<file path="config.mk">
export PLATFORM = sky130hd
export DESIGN_NAME = spi_mem_master
export DESIGN_NICKNAME = d
export VERILOG_FILES = /design/src/rtl/spi_mem_master.sv
export SDC_FILE = /design/constraint.sdc
export NUM_CORES = 1
export LEC_CHECK = 0
export ABC_AREA = 1
export CORE_MARGIN = 2
export CORE_UTILIZATION = 45
export DETAILED_ROUTE_END_ITERATION = 10
export PLACE_DENSITY = 0.69
export SETUP_SLACK_MARGIN = 0.02
export SLEW_MARGIN = 20
export SYNTH_ARGS = -nofsm -noshare
export SYNTH_HDL_FRONTEND = slang
export SYNTH_SLANG_ARGS = --single-unit
</file>
<file path="constraint.sdc">
create_clock -name clk -period 4.74 [get_ports clk]
set_input_delay 0.948 -clock clk [delete_from_list [all_inputs] [get_ports clk]]
set_output_delay 0.948 -clock clk [all_outputs]
set_load 0.02 [all_outputs]
</file>
<file path="src/rtl/spi_mem_master.sv">
// SPI mode-0 master for byte-wide serial memories.
// Each request sends one frame on MOSI: an 8-bit command (0x02 write or
// 0x03 read), then ADDR_W address bits, then 8 data bits, all MSB first.
// A read shifts MISO in during the data byte. After each frame the block
// holds chip-select high for DIV cycles before it accepts the next request.
module spi_mem_master #(
  parameter int unsigned ADDR_W = 16,
  parameter int unsigned DIV    = 1
) (
  input  logic              clk,
  input  logic              rst_n,
  input  logic              req_valid,
  output logic              req_ready,
  input  logic              req_write,
  input  logic [ADDR_W-1:0] req_addr,
  input  logic [7:0]        req_wdata,
  output logic              rsp_valid,
  output logic [7:0]        rsp_rdata,
  output logic              busy,
  output logic              spi_cs_n,
  output logic              spi_sck,
  output logic              spi_mosi,
  input  logic              spi_miso
);

  localparam int unsigned FRAME_W = 16 + ADDR_W;
  localparam int unsigned BIT_W   = 6;
  localparam int unsigned DIV_W   = 8;

  localparam logic [BIT_W-1:0] LAST_BIT   = BIT_W'(FRAME_W - 1);
  localparam logic [BIT_W-1:0] ADDR_FIRST = BIT_W'(8);
  localparam logic [BIT_W-1:0] DATA_FIRST = BIT_W'(8 + ADDR_W);
  localparam logic [DIV_W-1:0] DIV_LAST   = DIV_W'(DIV - 1);

  localparam logic [7:0] CMD_WRITE = 8'h02;
  localparam logic [7:0] CMD_READ  = 8'h03;

  localparam logic [2:0] S_IDLE = 3'd0;
  localparam logic [2:0] S_CMD  = 3'd1;
  localparam logic [2:0] S_ADDR = 3'd2;
  localparam logic [2:0] S_DATA = 3'd3;
  localparam logic [2:0] S_GAP  = 3'd4;

  logic [2:0]         state_q,     state_d;
  logic [DIV_W-1:0]   div_q,       div_d;
  logic [BIT_W-1:0]   bit_q,       bit_d;
  logic [FRAME_W-1:0] shift_q,     shift_d;
  logic [7:0]         rx_q,        rx_d;
  logic               write_q,     write_d;
  logic               ready_q,     ready_d;
  logic               busy_q,      busy_d;
  logic               cs_n_q,      cs_n_d;
  logic               sck_q,       sck_d;
  logic               mosi_q,      mosi_d;
  logic               rsp_valid_q, rsp_valid_d;
  logic [7:0]         rdata_q,     rdata_d;

  logic [FRAME_W-1:0] load_frame;
  logic               phase_end;

  // Whole outgoing frame; a read sends zeros in the data byte.
  assign load_frame = {(req_write ? CMD_WRITE : CMD_READ), req_addr,
                       (req_write ? req_wdata : 8'h00)};
  assign phase_end  = (div_q == DIV_LAST);

  // State and output registers with synchronous reset.
  always_ff @(posedge clk) begin
    if (!rst_n) begin
      state_q     <= S_IDLE;
      div_q       <= '0;
      bit_q       <= '0;
      shift_q     <= '0;
      rx_q        <= 8'h00;
      write_q     <= 1'b0;
      ready_q     <= 1'b0;
      busy_q      <= 1'b0;
      cs_n_q      <= 1'b1;
      sck_q       <= 1'b0;
      mosi_q      <= 1'b0;
      rsp_valid_q <= 1'b0;
      rdata_q     <= 8'h00;
    end else begin
      state_q     <= state_d;
      div_q       <= div_d;
      bit_q       <= bit_d;
      shift_q     <= shift_d;
      rx_q        <= rx_d;
      write_q     <= write_d;
      ready_q     <= ready_d;
      busy_q      <= busy_d;
      cs_n_q      <= cs_n_d;
      sck_q       <= sck_d;
      mosi_q      <= mosi_d;
      rsp_valid_q <= rsp_valid_d;
      rdata_q     <= rdata_d;
    end
  end

  // Next state: half-bit timing, bit sequencing, MISO capture and response.
  always_comb begin
    state_d     = state_q;
    div_d       = div_q;
    bit_d       = bit_q;
    shift_d     = shift_q;
    rx_d        = rx_q;
    write_d     = write_q;
    ready_d     = ready_q;
    busy_d      = busy_q;
    cs_n_d      = cs_n_q;
    sck_d       = sck_q;
    mosi_d      = mosi_q;
    rsp_valid_d = 1'b0;
    rdata_d     = rdata_q;

    case (state_q)
      S_IDLE: begin
        ready_d = 1'b1;
        busy_d  = 1'b0;
        if (req_valid && ready_q) begin
          state_d = S_CMD;
          ready_d = 1'b0;
          busy_d  = 1'b1;
          cs_n_d  = 1'b0;
          sck_d   = 1'b0;
          div_d   = '0;
          bit_d   = '0;
          write_d = req_write;
          shift_d = load_frame;
          mosi_d  = load_frame[FRAME_W-1];
        end
      end
      S_CMD, S_ADDR, S_DATA: begin
        if (phase_end) begin
          div_d = '0;
          if (!sck_q) begin
            // Rising SCK: this is the cycle in which MISO is captured.
            sck_d = 1'b1;
            if (state_q == S_DATA) begin
              rx_d = {rx_q[6:0], spi_miso};
            end
          end else begin
            // Falling SCK: MOSI advances to the next bit.
            sck_d   = 1'b0;
            bit_d   = bit_q + BIT_W'(1);
            shift_d = {shift_q[FRAME_W-2:0], 1'b0};
            mosi_d  = shift_q[FRAME_W-2];
            if (bit_q == LAST_BIT) begin
              state_d     = S_GAP;
              cs_n_d      = 1'b1;
              mosi_d      = 1'b0;
              rsp_valid_d = 1'b1;
              if (!write_q) begin
                rdata_d = rx_q;
              end
            end else if (bit_d == ADDR_FIRST) begin
              state_d = S_ADDR;
            end else if (bit_d == DATA_FIRST) begin
              state_d = S_DATA;
            end
          end
        end else begin
          div_d = div_q + DIV_W'(1);
        end
      end
      S_GAP: begin
        if (phase_end) begin
          state_d = S_IDLE;
          div_d   = '0;
          busy_d  = 1'b0;
          ready_d = 1'b1;
        end else begin
          div_d = div_q + DIV_W'(1);
        end
      end
      default: begin
        state_d = S_IDLE;
      end
    endcase
  end

  assign req_ready = ready_q;
  assign rsp_valid = rsp_valid_q;
  assign rsp_rdata = rdata_q;
  assign busy      = busy_q;
  assign spi_cs_n  = cs_n_q;
  assign spi_sck   = sck_q;
  assign spi_mosi  = mosi_q;

endmodule

</file>
==> key figures, run 1 <==
Run status
  • Status: completed

Layout
  • Ant diodes: 0
  • Post-Layout Cell Count: about 580
  • Final core occ: 0.552
  • Final net count: between 500 and 600
  • Synth-to-Final Area Change: 19.9%
  • Commonest non-fill, non-tap cell in the layout: nand2_1
  • FILL cells: 699
  • Most frequent cells in the layout: nand2_1 (72), dfxtp_1 (71), nor2_1 (51)
  • Share of layout cells above drive strength 1: 0.119

Logic synthesis
  • Netlist cell types: 38
  • XOR/XNOR Fraction of Synth Area: 0.00796
  • Syn nets: 465
  • Compound-cell area share of the yosys netlist: 0.191
  • Main combinational cell family by area after synthesis: simple AND/OR/NAND/NOR gates
  • Synthesized area per cell: 7.62 µm²
  • Mux share of post-synthesis cell area: 0
  • Post-Synth Simple-Gate Area: 0.259
  • Register bit total from synthesis: between 70 and 80
  • Cells after synthesis: approximately 430
  • Synth warnings: 0
  • Post-Syn Area: between 3000 and 4000 µm²
  • Seq/Total Area, Yosys: 0.431
  • Adder-cell share of the synthesized area: 0.0114

Global route
  • Initial antenna violation count: 0
  • GR Overflow Total: 0
  • Largest net degree at the start of global routing: 40
  • First-pass GRT wire length: 11300 µm
  • Tot GR Track Use: 0.180
  • Vias in the first global route: 2576

Floorplanning
  • Row count: 31
  • Die Wd: ~90 µm
  • Die Area: between 8000 and 9000 µm²
  • Die Ht: around 90 µm
  • Initial core utilization: 0.460
  • # IOs: 43
  • Core area: about 7000 µm²

STA
  • Max-Slew Margin vs Limit: 0.415
  • Final clock skew: between 0.006 and 0.007 ns
  • Final Hold Violating Endpoints: 0
  • Final setup TNS: 0 ns
  • Final Cycle Share: 0.570
  • Final Setup Violations: 0
  • Period minus WS final: approximately 2.7 ns
  • Achievable Freq: approximately 370 MHz
  • Slew Viols, Final: 0
  • Slew @ Worst Pin: between 0.8 and 0.9 ns
  • RSZ-0062 raised after global routing: no

Power and ir drop
  • Power Density: 497 nW/µm²
  • Power Total: 1.97 mW
  • Max VDD drop: 0.234 mV
  • P_leak: 1.58 nW

Drt
  • Antenna Nets Post-Route: 0
  • Detailed-route wire length per cell: approximately 12 µm
  • Metal2 WL: between 3000 and 4000 µm
  • Highest routed layer: met4
  • Final WL: ~6600 µm
  • Met3 WL: just under 300 µm
  • DRC viols: 0
  • Vias per inst: between 4 and 5
  • First-pass DRT Iterations: 4
  • Via count: around 2800
  • Wl on met1: around 3100 µm
  • Initial DRC count: 115

Clock tree
  • Cts hold-fix bufs: 0
  • H-tree depth: 3
  • Num CTS Buffers: 9
  • Max Root-Sink Buffers: 2
  • CTS root buf: clkbuf_8
  • Resized Gates After CTS: 0
  • Clk_lat worst skew: 0.34 ns
  • CTS Sinks: 71
  • Post-CTS Setup Bufs: 0
  • CTS tree: built
  • Reg clk slew, reported paths: 0.07 ns

Job
  • Number of max-cap violations: 0

Placement
  • # placed instances: 560
  • DP HPWL: 4670 µm
  • PortBufs: 42
  • RePlAce Congestion: just over 0.8

Min path
  • Worst Hold Class: reg -> reg
  • Hold path start: shift_q[20]

Worst setup path
  • Crit path kind: in -> reg
  • RR Startpoint: state_q[2]
  • Crit path DAT: 2.97 ns
  • Crit-path max FO: 39
  • Crit. Startpoint: req_valid
  • CP endpoint kind: flop
  • Critical Path RT: 5.01 ns
  • Crit path launch type: input pin
worst max-delay path, cell delays in order:
cell	delay, ns
clkdlybuf4s50_1	0.41
nand2_1	0.20
nor2_8	0.09
o21ai_4	0.71
nand2_2	0.28
inv_1	0.19
nand2_1	0.06
o21ai_1	0.07
kinds of logic after synthesis:
| kind of cell | after synthesis |
|---|---|
| buf+inv | 73 |
| fa+ha+maj | 3 |
| flops | 71 |
| simple gates | 169 |
| compound gates | 114 |
| xor+xnor | 3 |
stage by stage:
stage          cell area [µm²]  hold slack [ns]  setup slack (ns)
6_report                  3960            0.448              2.04
4_1_cts                   3960            0.449              2.05
5_1_grt                   3960            0.463              1.83
3_5_place_dp              3750            0.439              1.70
3_3_place_gp              3750            0.433              1.74
2_1_floorplan             3300            0.425              2.87
where the power goes:
group          internal, mW  leakage [nW]  switching [mW]
registers             0.720         0.578          0.0568
logic                 0.230         0.897           0.463
clock network         0.287         0.103           0.213
sequential cells by signal, indices dropped and copies added, names as in the netlist:
name,flops
state_q,3
div_q,8
rsp_rdata,8
spi_cs_n,1
rsp_valid,1
req_ready,1
spi_mosi,1
write_q,1
rx_q,8
busy,1
bit_q,6
spi_sck,1
shift_q,31
worst paths after layout:
path,end,slack [ns],depth (start not counted)
max,shift_q[24],2.04,8
min,shift_q[20],0.45,2
max reg2reg,shift_q[24],2.38,8
min reg2reg,shift_q[20],0.45,2
synthesized netlist by cell type:
cell      count  share of area
nand2_1      72          0.082
dfxtp_1      71           0.43
nor2_1       51          0.058
o21ai_0      50          0.076
inv_1        48          0.055
a21oi_1      35          0.053
o21ai_1       8          0.012
a22oi_1       7          0.016
inv_2         7         0.0080
nand2_2       7          0.013
nand3_1       7          0.011
o22ai_1       7          0.013
clkbuf_1      6         0.0068
buf_6         5          0.017
buf_2         4         0.0061
nand4_1       4         0.0076
nor2_2        4         0.0076
nor2_4        4          0.014
nor3_1        4         0.0061
a21oi_2       3         0.0080
ha_1          3          0.011
nand2_4       3          0.010
nor2_8        3          0.018
xor2_1        3         0.0080
nand3_2       2         0.0061
nor4_1        2         0.0038
o21ai_2       2         0.0053
and3_1        1         0.0019
buf_8         1         0.0045
clkbuf_2      1         0.0015
clkinv_1      1         0.0011
nand3_4       1         0.0053
nand3b_1      1         0.0023
nand3b_4      1         0.0061
nor3_2        1         0.0030
nor3b_2       1         0.0038
o211ai_1      1         0.0023
o21ai_4       1         0.0049
per-layer routing:
metal | vias to the layer above | GRT usage
li1 | 1483 | -
met3 | 12 | 0.0631
met1 | 1290 | 0.221
met2 | 47 | 0.293
met5 | - | 0
met4 | 0 | 0.0611
cell type report:
cell class	count	area, µm²	share of cell area
Clock buffer	14	173	0.0436
Timing Repair Buffer	45	443	0.112
Clock inverter	2	37.5	0.00948
Tap cell	99	124	0.0313
Inverter	56	210	0.0531
Multi-Input combinational cell	289	1550	0.391
Sequential cell	71	1420	0.359
Note: power is estimated with default switching activity, not from simulation.
==> inputs of run 2 (changes only) <==
==> constraint.sdc (replaced) <==
create_clock -name clk -period 2.7 [get_ports clk]
set_input_delay 0.54 -clock clk [delete_from_list [all_inputs] [get_ports clk]]
set_output_delay 0.54 -clock clk [all_outputs]
set_load 0.02 [all_outputs]
==> key figures, run 2 (synthesis results as in run 1) <==
Run status
  • Status: completed

Placement
  • PortBufs: 42 (unchanged)
  • Pre-CTS setup slack: 0.606 ns (-1.09 ns)
  • RePlAce Congestion: 0.836 (+3.4%)
  • Area post-placement: 3760 µm² (+0.40%)
  • # placed instances: 562 (+0.36%)
  • DP HPWL: 4730 µm (+1.3%)

Worst setup path
  • Crit. Startpoint: spi_sck
  • Crit path DAT: 1.34 ns (-1.63 ns)
  • Crit path kind: reg -> out
  • Worst path bufs/invs: 1 (-1)
  • RR Startpoint: state_q[2]
  • CP delay by family, top: buffers and inverters
  • CP Cell Sequence: clkdlybuf4s50_1
  • Critical Path RT: 2.16 ns (-2.85 ns)
  • Worst path slowest cell: clkdlybuf4s50_1
  • Crit path launch type: flop
  • Crit-path max cell delay: 0.62 ns (-0.09 ns)
  • Crit-path max FO: 4 (-90%)
  • CP endpoint kind: primary output

Clock tree
  • CTS Sinks: 71 (unchanged)
  • CTS tree: built
  • Reg clk slew, reported paths: 0.07 ns (about the same)
  • Post-CTS Setup Bufs: 0 (unchanged)
  • Resized Gates After CTS: 0 (unchanged)
  • Max Root-Sink Buffers: 2 (unchanged)
  • CTS root buf: clkbuf_8
  • Clk_lat worst skew: 0.34 ns (about the same)
  • H-tree depth: 3 (unchanged)
  • Cts hold-fix bufs: 0 (unchanged)
  • Num CTS Buffers: 9 (unchanged)

Global route
  • Largest net degree at the start of global routing: 40 (unchanged)
  • Tot GR Track Use: 0.184 (+0.00388)
  • Vias in the first global route: 2667 (+3.5%)
  • Initial antenna violation count: 0 (unchanged)
  • GR Overflow Total: 0 (unchanged)
  • First-pass GRT wire length: 11500 µm (+2.4%)

Layout
  • Area of the multi-input gates: 1550 µm² (unchanged)
  • Final core occ: 0.549 (-0.00262)
  • Seq. cell area: 1420 µm² (unchanged)
  • FILL cells: 686 (-1.9%)
  • Ant diodes: 0 (unchanged)
  • Most frequent cells in the layout: nand2_1 (72), dfxtp_1 (71), nor2_1 (51)
  • Max reg flops: 31 (unchanged)
  • Share of layout cells above drive strength 1: 0.119 (-0.000250)
  • Final Cell Area: 3940 µm² (-0.47%)
  • Commonest non-fill, non-tap cell in the layout: nand2_1
  • Final net count: 506 (+0.40%)
  • Most flops, register: shift_q
  • Post-Layout Cell Count: 577 (+0.17%)
  • Synth-to-Final Area Change: 19.4%

STA
  • Hold WS: 0.445 ns (-0.00273 ns)
  • RSZ-0062 raised after global routing: no
  • Achievable Freq: between 500 and 600 MHz
  • Final Hold Violating Endpoints: 0 (unchanged)
  • Period minus WS final: about 1.9 ns
  • Final clock skew: 0.00333 ns (-0.00304 ns)
  • Final worst slack: 0.815 ns (-1.22 ns)
  • Max-Slew Margin vs Limit: 0.693 (+0.278)
  • Final Setup Violations: 0 (unchanged)
  • Final Cycle Share: 0.698
  • Slew @ Worst Pin: 0.460 ns (-0.415 ns)
  • Slew Viols, Final: 0 (unchanged)
  • Final setup TNS: 0 ns (unchanged)

Job
  • Number of max-cap violations: 0 (unchanged)

Min path
  • Worst Hold Class: reg -> reg
  • Hold path start: rsp_rdata[0]

Drt
  • Vias per inst: 4.93 (+0.21%)
  • Final WL: 6710 µm (+0.93%)
  • Via count: 2843 (+0.39%)
  • DRC viols: 0 (unchanged)
  • First-pass DRT Iterations: 4 (unchanged)
  • Detailed-route wire length per cell: 11.6 µm (+0.76%)
  • Initial DRC count: 97 (-16%)
  • Antenna Nets Post-Route: 0 (unchanged)

Power and ir drop
  • Power Density: 853 nW/µm² (+72%)
  • P_leak: 1.57 nW (-0.24%)
  • Max VDD drop: 0.318 mV (+36%)
  • Power Total: 3.36 mW (+71%)

Floorplanning
  • Row count: 31 (unchanged)
  • Die Wd: 89.6 µm (unchanged)
  • Initial core utilization: 0.460 (unchanged)
  • Core area: 7180 µm² (unchanged)
  • Die Area: 8030 µm² (unchanged)
  • # IOs: 43 (unchanged)
  • Die Ht: 89.6 µm (unchanged)
[run 2: changes by cell type in the layout (fill, tap and decap cells not counted)]
cell,delta
buf_4,+2
bufinv_16,-1
clkinvlp_4,-1
clkbuf_1,+1
[run 2: area by class of cell]
cell class	instances	share of cell area
clock buffers	15	0.0448
inverters	56	0.0534
multi-input cells	289	0.393
flip-flops and latches	71	0.361
well taps	99	0.0314
repair buffers	47	0.116
[run 2: worst register-to-register path: stages (launching register included)]
cell and delay, ns:
dfxtp_1 0.43, inv_2 0.13, nand2_4 0.34, nand2_2 0.16, a21oi_1 0.25, nand2_1 0.13, nand2_1 0.12, nand2_1 0.06
nor2_1 0.08, nor2_1 0.04
[run 2: path summary, 6_finish.rpt]
check | slack [ns] | end | cells after the start
worst max register to register | 0.87 | state_q[0] | 9
worst min-delay path | 0.45 | rsp_rdata[0] | 2
worst max-delay path | 0.82 | spi_sck | 1
worst min register to register | 0.45 | rsp_rdata[0] | 2
[run 2: per-layer routing]
layer	routed length, µm	track usage
met3	325	0.0612
met1	3210	0.232
met5	0	0
met2	3100	0.294
met4	79	0.0624
[run 2: power breakdown]
part           total, mW  internal, mW  switching, mW  leakage, nW
clock network      0.771         0.406          0.365       0.0898
logic               1.22         0.415          0.810        0.906
registers           1.37          1.26          0.101        0.578
total               3.36          2.08           1.28         1.57
